==> config.mk <==
export PLATFORM = sky130hd
export DESIGN_NAME = ram_even_bist_flat
export DESIGN_NICKNAME = d
export VERILOG_FILES = /design/src/rtl/ram_even_bist_if.sv /design/src/rtl/ram_even_bist.sv /design/src/flat_wrapper.sv
export SDC_FILE = /design/constraint.sdc
export NUM_CORES = 1
export LEC_CHECK = 0
export BUFFER_PORTS_ARGS = -buffer_cell sky130_fd_sc_hd__buf_2
export CAP_MARGIN = 10
export CORE_MARGIN = 1.5
export CORE_UTILIZATION = 33
export CTS_CLUSTER_DIAMETER = 150
export DETAILED_ROUTE_END_ITERATION = 10
export PLACE_DENSITY = 0.62
export SYNTH_ARGS = -nofsm -noshare
export SYNTH_HDL_FRONTEND = slang
export SYNTH_SLANG_ARGS = --single-unit
==> constraint.sdc <==
create_clock -name clk -period 2.1 [get_ports clk]
set_input_delay 0.21 -clock clk [delete_from_list [all_inputs] [get_ports clk]]
set_output_delay 0.21 -clock clk [all_outputs]
set_load 0.02 [all_outputs]
==> src/rtl/ram_even_bist_if.sv <==
// RAM-side pin bundle between the even-address BIST initiator (master)
// and the 1 KB even-write RAM (slave).
interface ram_even_bist_if #(
  parameter int ADDR_W = 10,
  parameter int DATA_W = 8
);
  logic              mem_en;
  logic              mem_wr;
  logic              mem_rd;
  logic [ADDR_W-1:0] mem_addr;
  logic [DATA_W-1:0] mem_a;
  logic [DATA_W-1:0] mem_out;

  modport master (
    output mem_en, mem_wr, mem_rd, mem_addr, mem_a,
    input  mem_out
  );

  modport slave (
    input  mem_en, mem_wr, mem_rd, mem_addr, mem_a,
    output mem_out
  );
endinterface

==> src/rtl/ram_even_bist.sv <==
// Self-test controller: writes a seeded pattern to every even RAM address,
// reads it back through a one-stage compare pipeline and reports the result.
module ram_even_bist #(
  parameter int              ADDR_W = 10,
  parameter int              DATA_W = 8,
  parameter logic [DATA_W-1:0] SEED = 8'hA5
) (
  input  logic              clk,
  input  logic              rst,
  input  logic              start,
  ram_even_bist_if.master   mem,
  output logic              busy,
  output logic              done,
  output logic              pass,
  output logic [ADDR_W-1:0] err_cnt,
  output logic [ADDR_W-1:0] first_err_addr
);

  typedef enum logic [2:0] {
    S_IDLE  = 3'd0,
    S_WRITE = 3'd1,
    S_READ  = 3'd2,
    S_DRAIN = 3'd3,
    S_DONE  = 3'd4
  } state_t;

  localparam logic [ADDR_W-1:0] LAST_ADDR = {{(ADDR_W-1){1'b1}}, 1'b0};
  localparam logic [ADDR_W-1:0] ADDR_STEP = ADDR_W'(2);

  // Expected data for an even address: word index (addr >> 1) fitted to DATA_W, XOR SEED.
  function automatic logic [DATA_W-1:0] pattern(input logic [ADDR_W-1:0] addr);
    logic [ADDR_W-1:0] word;
    logic [DATA_W-1:0] w;
    word = addr >> 1;
    w    = '0;
    for (int i = 0; i < DATA_W; i++) begin
      if (i < ADDR_W) begin
        w[i] = word[i];
      end else begin
        w[i] = 1'b0;
      end
    end
    return w ^ SEED;
  endfunction

  state_t            state_q, state_d;
  logic              mem_en_q, mem_en_d;
  logic              mem_wr_q, mem_wr_d;
  logic              mem_rd_q, mem_rd_d;
  logic [ADDR_W-1:0] mem_addr_q, mem_addr_d;
  logic [DATA_W-1:0] mem_a_q, mem_a_d;
  logic              busy_q, busy_d;
  logic              done_q, done_d;
  logic              pass_q, pass_d;
  logic [ADDR_W-1:0] err_q, err_d;
  logic [ADDR_W-1:0] first_q, first_d;
  logic              pv_q, pv_d;
  logic [ADDR_W-1:0] pa_q, pa_d;
  logic [DATA_W-1:0] pe_q, pe_d;

  // Next-state, registered-output and compare logic.
  always_comb begin
    state_d    = state_q;
    mem_en_d   = 1'b0;
    mem_wr_d   = 1'b0;
    mem_rd_d   = 1'b0;
    mem_addr_d = mem_addr_q;
    mem_a_d    = '0;
    busy_d     = 1'b0;
    done_d     = done_q;
    pass_d     = pass_q;
    err_d      = err_q;
    first_d    = first_q;
    pv_d       = 1'b0;
    pa_d       = pa_q;
    pe_d       = pe_q;

    // err_q still zero means this is the first mismatch of the run.
    if (pv_q && (mem.mem_out != pe_q)) begin
      if (err_q != {ADDR_W{1'b1}}) begin
        err_d = err_q + ADDR_W'(1);
      end else begin
        err_d = err_q;
      end
      if (err_q == '0) begin
        first_d = pa_q;
      end else begin
        first_d = first_q;
      end
    end else begin
      err_d = err_q;
    end

    case (state_q)
      S_IDLE, S_DONE: begin
        if (start) begin
          state_d    = S_WRITE;
          err_d      = '0;
          first_d    = '0;
          done_d     = 1'b0;
          pass_d     = 1'b0;
          mem_addr_d = '0;
          mem_en_d   = 1'b1;
          mem_wr_d   = 1'b1;
          mem_a_d    = pattern('0);
          busy_d     = 1'b1;
        end else begin
          state_d = state_q;
        end
      end
      S_WRITE: begin
        busy_d = 1'b1;
        if (mem_addr_q == LAST_ADDR) begin
          state_d    = S_READ;
          mem_addr_d = '0;
          mem_en_d   = 1'b1;
          mem_rd_d   = 1'b1;
        end else begin
          mem_addr_d = mem_addr_q + ADDR_STEP;
          mem_en_d   = 1'b1;
          mem_wr_d   = 1'b1;
          mem_a_d    = pattern(mem_addr_q + ADDR_STEP);
        end
      end
      S_READ: begin
        busy_d = 1'b1;
        pv_d   = 1'b1;
        pa_d   = mem_addr_q;
        pe_d   = pattern(mem_addr_q);
        if (mem_addr_q == LAST_ADDR) begin
          state_d    = S_DRAIN;
          mem_addr_d = '0;
        end else begin
          mem_addr_d = mem_addr_q + ADDR_STEP;
          mem_en_d   = 1'b1;
          mem_rd_d   = 1'b1;
        end
      end
      S_DRAIN: begin
        state_d = S_DONE;
        done_d  = 1'b1;
        pass_d  = (err_d == '0);
      end
      default: begin
        state_d = S_IDLE;
      end
    endcase
  end

  // State, output and compare-pipeline registers.
  always_ff @(posedge clk or negedge rst) begin
    if (!rst) begin
      state_q    <= S_IDLE;
      mem_en_q   <= 1'b0;
      mem_wr_q   <= 1'b0;
      mem_rd_q   <= 1'b0;
      mem_addr_q <= '0;
      mem_a_q    <= '0;
      busy_q     <= 1'b0;
      done_q     <= 1'b0;
      pass_q     <= 1'b0;
      err_q      <= '0;
      first_q    <= '0;
      pv_q       <= 1'b0;
      pa_q       <= '0;
      pe_q       <= '0;
    end else begin
      state_q    <= state_d;
      mem_en_q   <= mem_en_d;
      mem_wr_q   <= mem_wr_d;
      mem_rd_q   <= mem_rd_d;
      mem_addr_q <= mem_addr_d;
      mem_a_q    <= mem_a_d;
      busy_q     <= busy_d;
      done_q     <= done_d;
      pass_q     <= pass_d;
      err_q      <= err_d;
      first_q    <= first_d;
      pv_q       <= pv_d;
      pa_q       <= pa_d;
      pe_q       <= pe_d;
    end
  end

  assign mem.mem_en      = mem_en_q;
  assign mem.mem_wr      = mem_wr_q;
  assign mem.mem_rd      = mem_rd_q;
  assign mem.mem_addr    = mem_addr_q;
  assign mem.mem_a       = mem_a_q;
  assign busy            = busy_q;
  assign done            = done_q;
  assign pass            = pass_q;
  assign err_cnt         = err_q;
  assign first_err_addr  = first_q;

endmodule

==> src/flat_wrapper.sv <==
// flat-port wrapper written by rule: the top's interface ports become plain ports
module ram_even_bist_flat 
#(
  parameter int              ADDR_W = 10,
  parameter int              DATA_W = 8,
  parameter logic [DATA_W-1:0] SEED = 8'hA5
)
  (clk, rst, start, busy, done, pass, err_cnt, first_err_addr, mem_mem_en, mem_mem_wr, mem_mem_rd, mem_mem_addr, mem_mem_a, mem_mem_out);
  ram_even_bist_if #(.ADDR_W(ADDR_W), .DATA_W(DATA_W)) mem_i ();
  input  logic clk;
  input  logic rst;
  input  logic start;
  output logic busy;
  output logic done;
  output logic pass;
  output logic [ADDR_W-1:0] err_cnt;
  output logic [ADDR_W-1:0] first_err_addr;
  output wire logic [$bits(mem_i.mem_en)-1:0] mem_mem_en;
  output wire logic [$bits(mem_i.mem_wr)-1:0] mem_mem_wr;
  output wire logic [$bits(mem_i.mem_rd)-1:0] mem_mem_rd;
  output wire logic [$bits(mem_i.mem_addr)-1:0] mem_mem_addr;
  output wire logic [$bits(mem_i.mem_a)-1:0] mem_mem_a;
  input wire logic [$bits(mem_i.mem_out)-1:0] mem_mem_out;
  assign mem_mem_en = mem_i.mem_en;
  assign mem_mem_wr = mem_i.mem_wr;
  assign mem_mem_rd = mem_i.mem_rd;
  assign mem_mem_addr = mem_i.mem_addr;
  assign mem_mem_a = mem_i.mem_a;
  assign mem_i.mem_out = mem_mem_out;
  ram_even_bist #(.ADDR_W(ADDR_W), .DATA_W(DATA_W), .SEED(SEED)) u_core (.clk(clk), .rst(rst), .start(start), .mem(mem_i), .busy(busy), .done(done), .pass(pass), .err_cnt(err_cnt), .first_err_addr(first_err_addr));
endmodule
==> impl_metrics.csv <==
group,metric,value,unit
yosys,synth_area_leaders,"dfrtp_1 52%, nand2_1 6.4%, xnor2_1 5.5%",
yosys,yosys_register_bits,60,
yosys,synth_top_flop_cell,"dfrtp_1",
die,die_x,96.2,um
global_route,grt_pass1_vias,2312,
cts,cts_sinks,60,
detailed_routing,postRouteAntennaNets,0,
global_route,antenna_found_initial,0,
sta,setup_viol,0,
cts,cts.clk_slew.worst_paths,0.06,ns
worst_setup_path,worstSetupStartpointType,"flip-flop",
hold_path,hp-class,"in2reg",
worst_setup_path,startpoint,"u_core.err_cnt[0]",
die,placementRows,33,
placement,gp_congestion,0.913,
detailed_routing,wl_met1,3110,um
worst_setup_path,r2r-start,"u_core.err_cnt[0]",
detailed_routing,route.detailed.drc,0,
sta,period_needed,1.94,ns
die,die_h,96.2,um
power,p_leak,0.00170,uW
global_route,grt_max_degree,28,
detailed_routing,via_per_inst,5.05,
yosys,yosysWarningCount,0,
power,irDropWorstVdd,0.660,mV
run,maxCapViolations,0,
cts,clock_path_buffers,2,
cts,cts_tree,"built",
sta,slew_violations,0,
worst_setup_path,r2r_end,"u_core.pass",
global_route,grt_pass1_wl,11400,um
worst_setup_path,crit_arrival,2.19,ns
detailed_routing,wl_met2,3220,um
cts,clock_latency,0.34,ns
yosys,synth_nets,313,
sta,worst_clock_skew,0.0102,ns
sta,fin_crit_sh,92.1,%
global_route,grt_usage,16.4,%
detailed_routing,wl_per_cell,14.4,um
detailed_routing,dr.pass1.iters,4,
sta,tightest_slew,0.617,ns
global_route,overflow,0,
yosys,syn_area_per_cell,9.60,um2
detailed_routing,drtIter0Drc,112,
layout,fillers,838,
detailed_routing,maxUsedRoutingLayer,"met4",
layout,final_core_utilization,42.8,%
detailed_routing,wl,6890,um
sta,relSlewSlack,58.8,%
worst_setup_path,worst-r2r-cell-count,8,
detailed_routing,num_vias,2422,
yosys,async_flop_share,100,%
cts,cts_root_buf,"clkbuf_8",
die,start_util,34.6,%
sta,rsz0062_at_grt,"false",
worst_setup_path,r2r_slack,0.16,ns
yosys,syn_inst,299,
placement,io_buffers,53,
sta,hold-worst-slack,0.143,ns
die,pin_count,55,
sta,hold_viol_final,0,
worst_setup_path,endpoint_kind,"flip-flop",
yosys,synth_edf_count,0,
die,dieArea,0.00926,mm2
sta,fmax,0.517,GHz
yosys,ys_types,46,
outcome,status,"complete, no violations",
worst_setup_path,path_class,"reg2reg",
worst_setup_path,path_max_fanout,6,
layout,layout-drive-gt1-share,26.4,%
worst_setup_path,crit_path_end,"u_core.pass",
layout,synthToLayoutAreaGrowth,23.7,%
yosys,synth_top_area_share,52.3,%
placement,dpl.hpwl,4840,um
layout,layout.nets,384,
hold_path,whs_path_depth,3,
cts,cts_htree_levels,3,
worst_setup_path,crit_required,2.35,ns
yosys,yosysSeqAreaShare,52.3,%
detailed_routing,met3RoutedLength,462,um
yosys,synth_top_cell_by_area,"dfrtp_1",
cts,cts_buffers,9,
layout,diodes,0,
die,core-area,0.00830,mm2
yosys,synth.cell_area,0.00287,mm2
power,p_per_area,810,mW/mm2
sta,setup_tns,0,ns
[how the worst min path moves through the flow]
stage	startpoint	endpoint	slack, ns
after floorplan	rst	u_core.busy	-0.09
after global placement	rst	u_core.err_cnt[9]	0.25
after detailed placement	rst	u_core.err_cnt[9]	0.26
after CTS	start	u_core.state_q[2]	0.14
after global routing	start	u_core.state_q[2]	0.16
final	start	u_core.state_q[2]	0.14
[sequential cells by signal, summed over array words and instances, names as in the netlist]
name,flops
u_core.busy,1
u_core.mem.mem_wr,1
u_core.mem.mem_rd,1
u_core.mem.mem_addr,9
u_core.pe_q,8
u_core.state_q,3
u_core.mem.mem_a,8
u_core.mem.mem_en,1
u_core.err_cnt,10
u_core.done,1
u_core.pa_q,5
u_core.pass,1
u_core.pv_q,1
u_core.first_err_addr,10
[cells by family (layout without fill, tap and decap cells)]
logic type | Yosys count | in the layout | share of synthesized area [%]
AOI/OAI and AO/OA | 47 | 47 | 9.68
xor gates and xnor gates | 20 | 20 | 6.11
adders and majority gates | 3 | 3 | 1.31
buffers and inverters | 24 | 100 | 3.49
DFF | 60 | 60 | 52.3
muxes | 13 | 13 | 4.62
other | 1 | 1 | 0.131
and+or+nand+nor | 131 | 131 | 22.3
[per-layer routing]
metal,GRT usage (%),vias up
met1,21.6,1173
met4,6.00,0
li1,-,1157
met3,5.53,10
met5,0,-
met2,24.9,82
[power breakdown]
group	internal, uW	switching [uW]	total, uW
sequential	1270	117	1390
clock	456	455	911
combinational	210	367	578
total	1930	939	2870
[cells in the mapped netlist (2+ instances only)]
master,count
or2_2,3
nand2_1,49
o31ai_1,2
mux2_2,2
nand2b_1,5
nand3_1,10
nor2_1,32
or3_1,2
inv_1,9
and2_1,2
a21o_1,2
dfrtp_1,60
ha_1,3
a31oi_1,3
xor2_1,2
or4_1,2
a21oi_1,5
nor3b_1,3
buf_2,3
o21ai_0,28
mux2i_1,11
nor3_1,2
nor4b_1,2
nor4_1,6
xnor2_1,18
clkbuf_1,8
nand4_1,3
and3_1,3
clkbuf_2,2
[critical path, cell delays in order (launching register included)]
cell	delay, ns
dfrtp_2	0.42
inv_1	0.06
ha_1	0.33
nor2b_2	0.16
mux2i_1	0.08
or3_1	0.30
a221oi_1	0.24
a31oi_1	0.08
o31ai_2	0.18
[layout make-up]
type,count,area [um2],share of cell area [%]
Sequential cell,60,1500,42.3
Timing Repair Buffer,74,438,12.3
Multi-Input combinational cell,215,1270,35.8
Inverter,10,37.5,1.06
Clock buffer,12,145,4.09
Tap cell,105,131,3.70
Clock inverter,4,25.0,0.705
[metrics by stage]
step                cell area, um2  total power, uW  setup slack [ns]  std cells
detailed placement            3340             1990             0.112        460
global route                  3550             3040           0.00247        480
floorplan                     2870             1750           0.00782        299
CTS                           3520             2910            0.0758        477
finish                        3550             2870             0.165        480
global placement              3340             1980             0.201        460
[timing repair]
| item | 4_1_cts | 5_1_grt |
|---|---|---|
| resized for setup | 0 | 2 |
| endpoints found under the setup margin | 0 | 1 |
| hold buffers | 1 | 0 |
| hold endpoints to repair | 23 | 0 |
| setup buffers | 0 | 3 |
[placed cells by master (no fill, tap or decap), types with 2 or more instances in the layout]
| cell type | n |
|---|---|
| or3_1 | 2 |
| o31ai_1 | 2 |
| xor2_1 | 2 |
| nor4b_1 | 2 |
| nor3_1 | 2 |
| inv_1 | 9 |
| nand4_1 | 3 |
| mux2i_1 | 11 |
| buf_2 | 53 |
| a31oi_1 | 3 |
| mux2_2 | 2 |
| clkbuf_1 | 2 |
| clkinv_2 | 2 |
| or2_2 | 3 |
| nor4_1 | 6 |
| a21o_1 | 2 |
| nor3b_1 | 3 |
| and3_1 | 3 |
| and2_1 | 2 |
| or4_1 | 2 |
| dfrtp_1 | 59 |
| o21ai_0 | 28 |
| nand2_1 | 49 |
| ha_1 | 3 |
| nand2b_1 | 5 |
| buf_4 | 19 |
| nor2_1 | 32 |
| a21oi_1 | 5 |
| clkinvlp_4 | 2 |
| clkbuf_8 | 10 |
| nand3_1 | 10 |
| xnor2_1 | 18 |
Note: power is estimated with default switching activity, not from simulation.
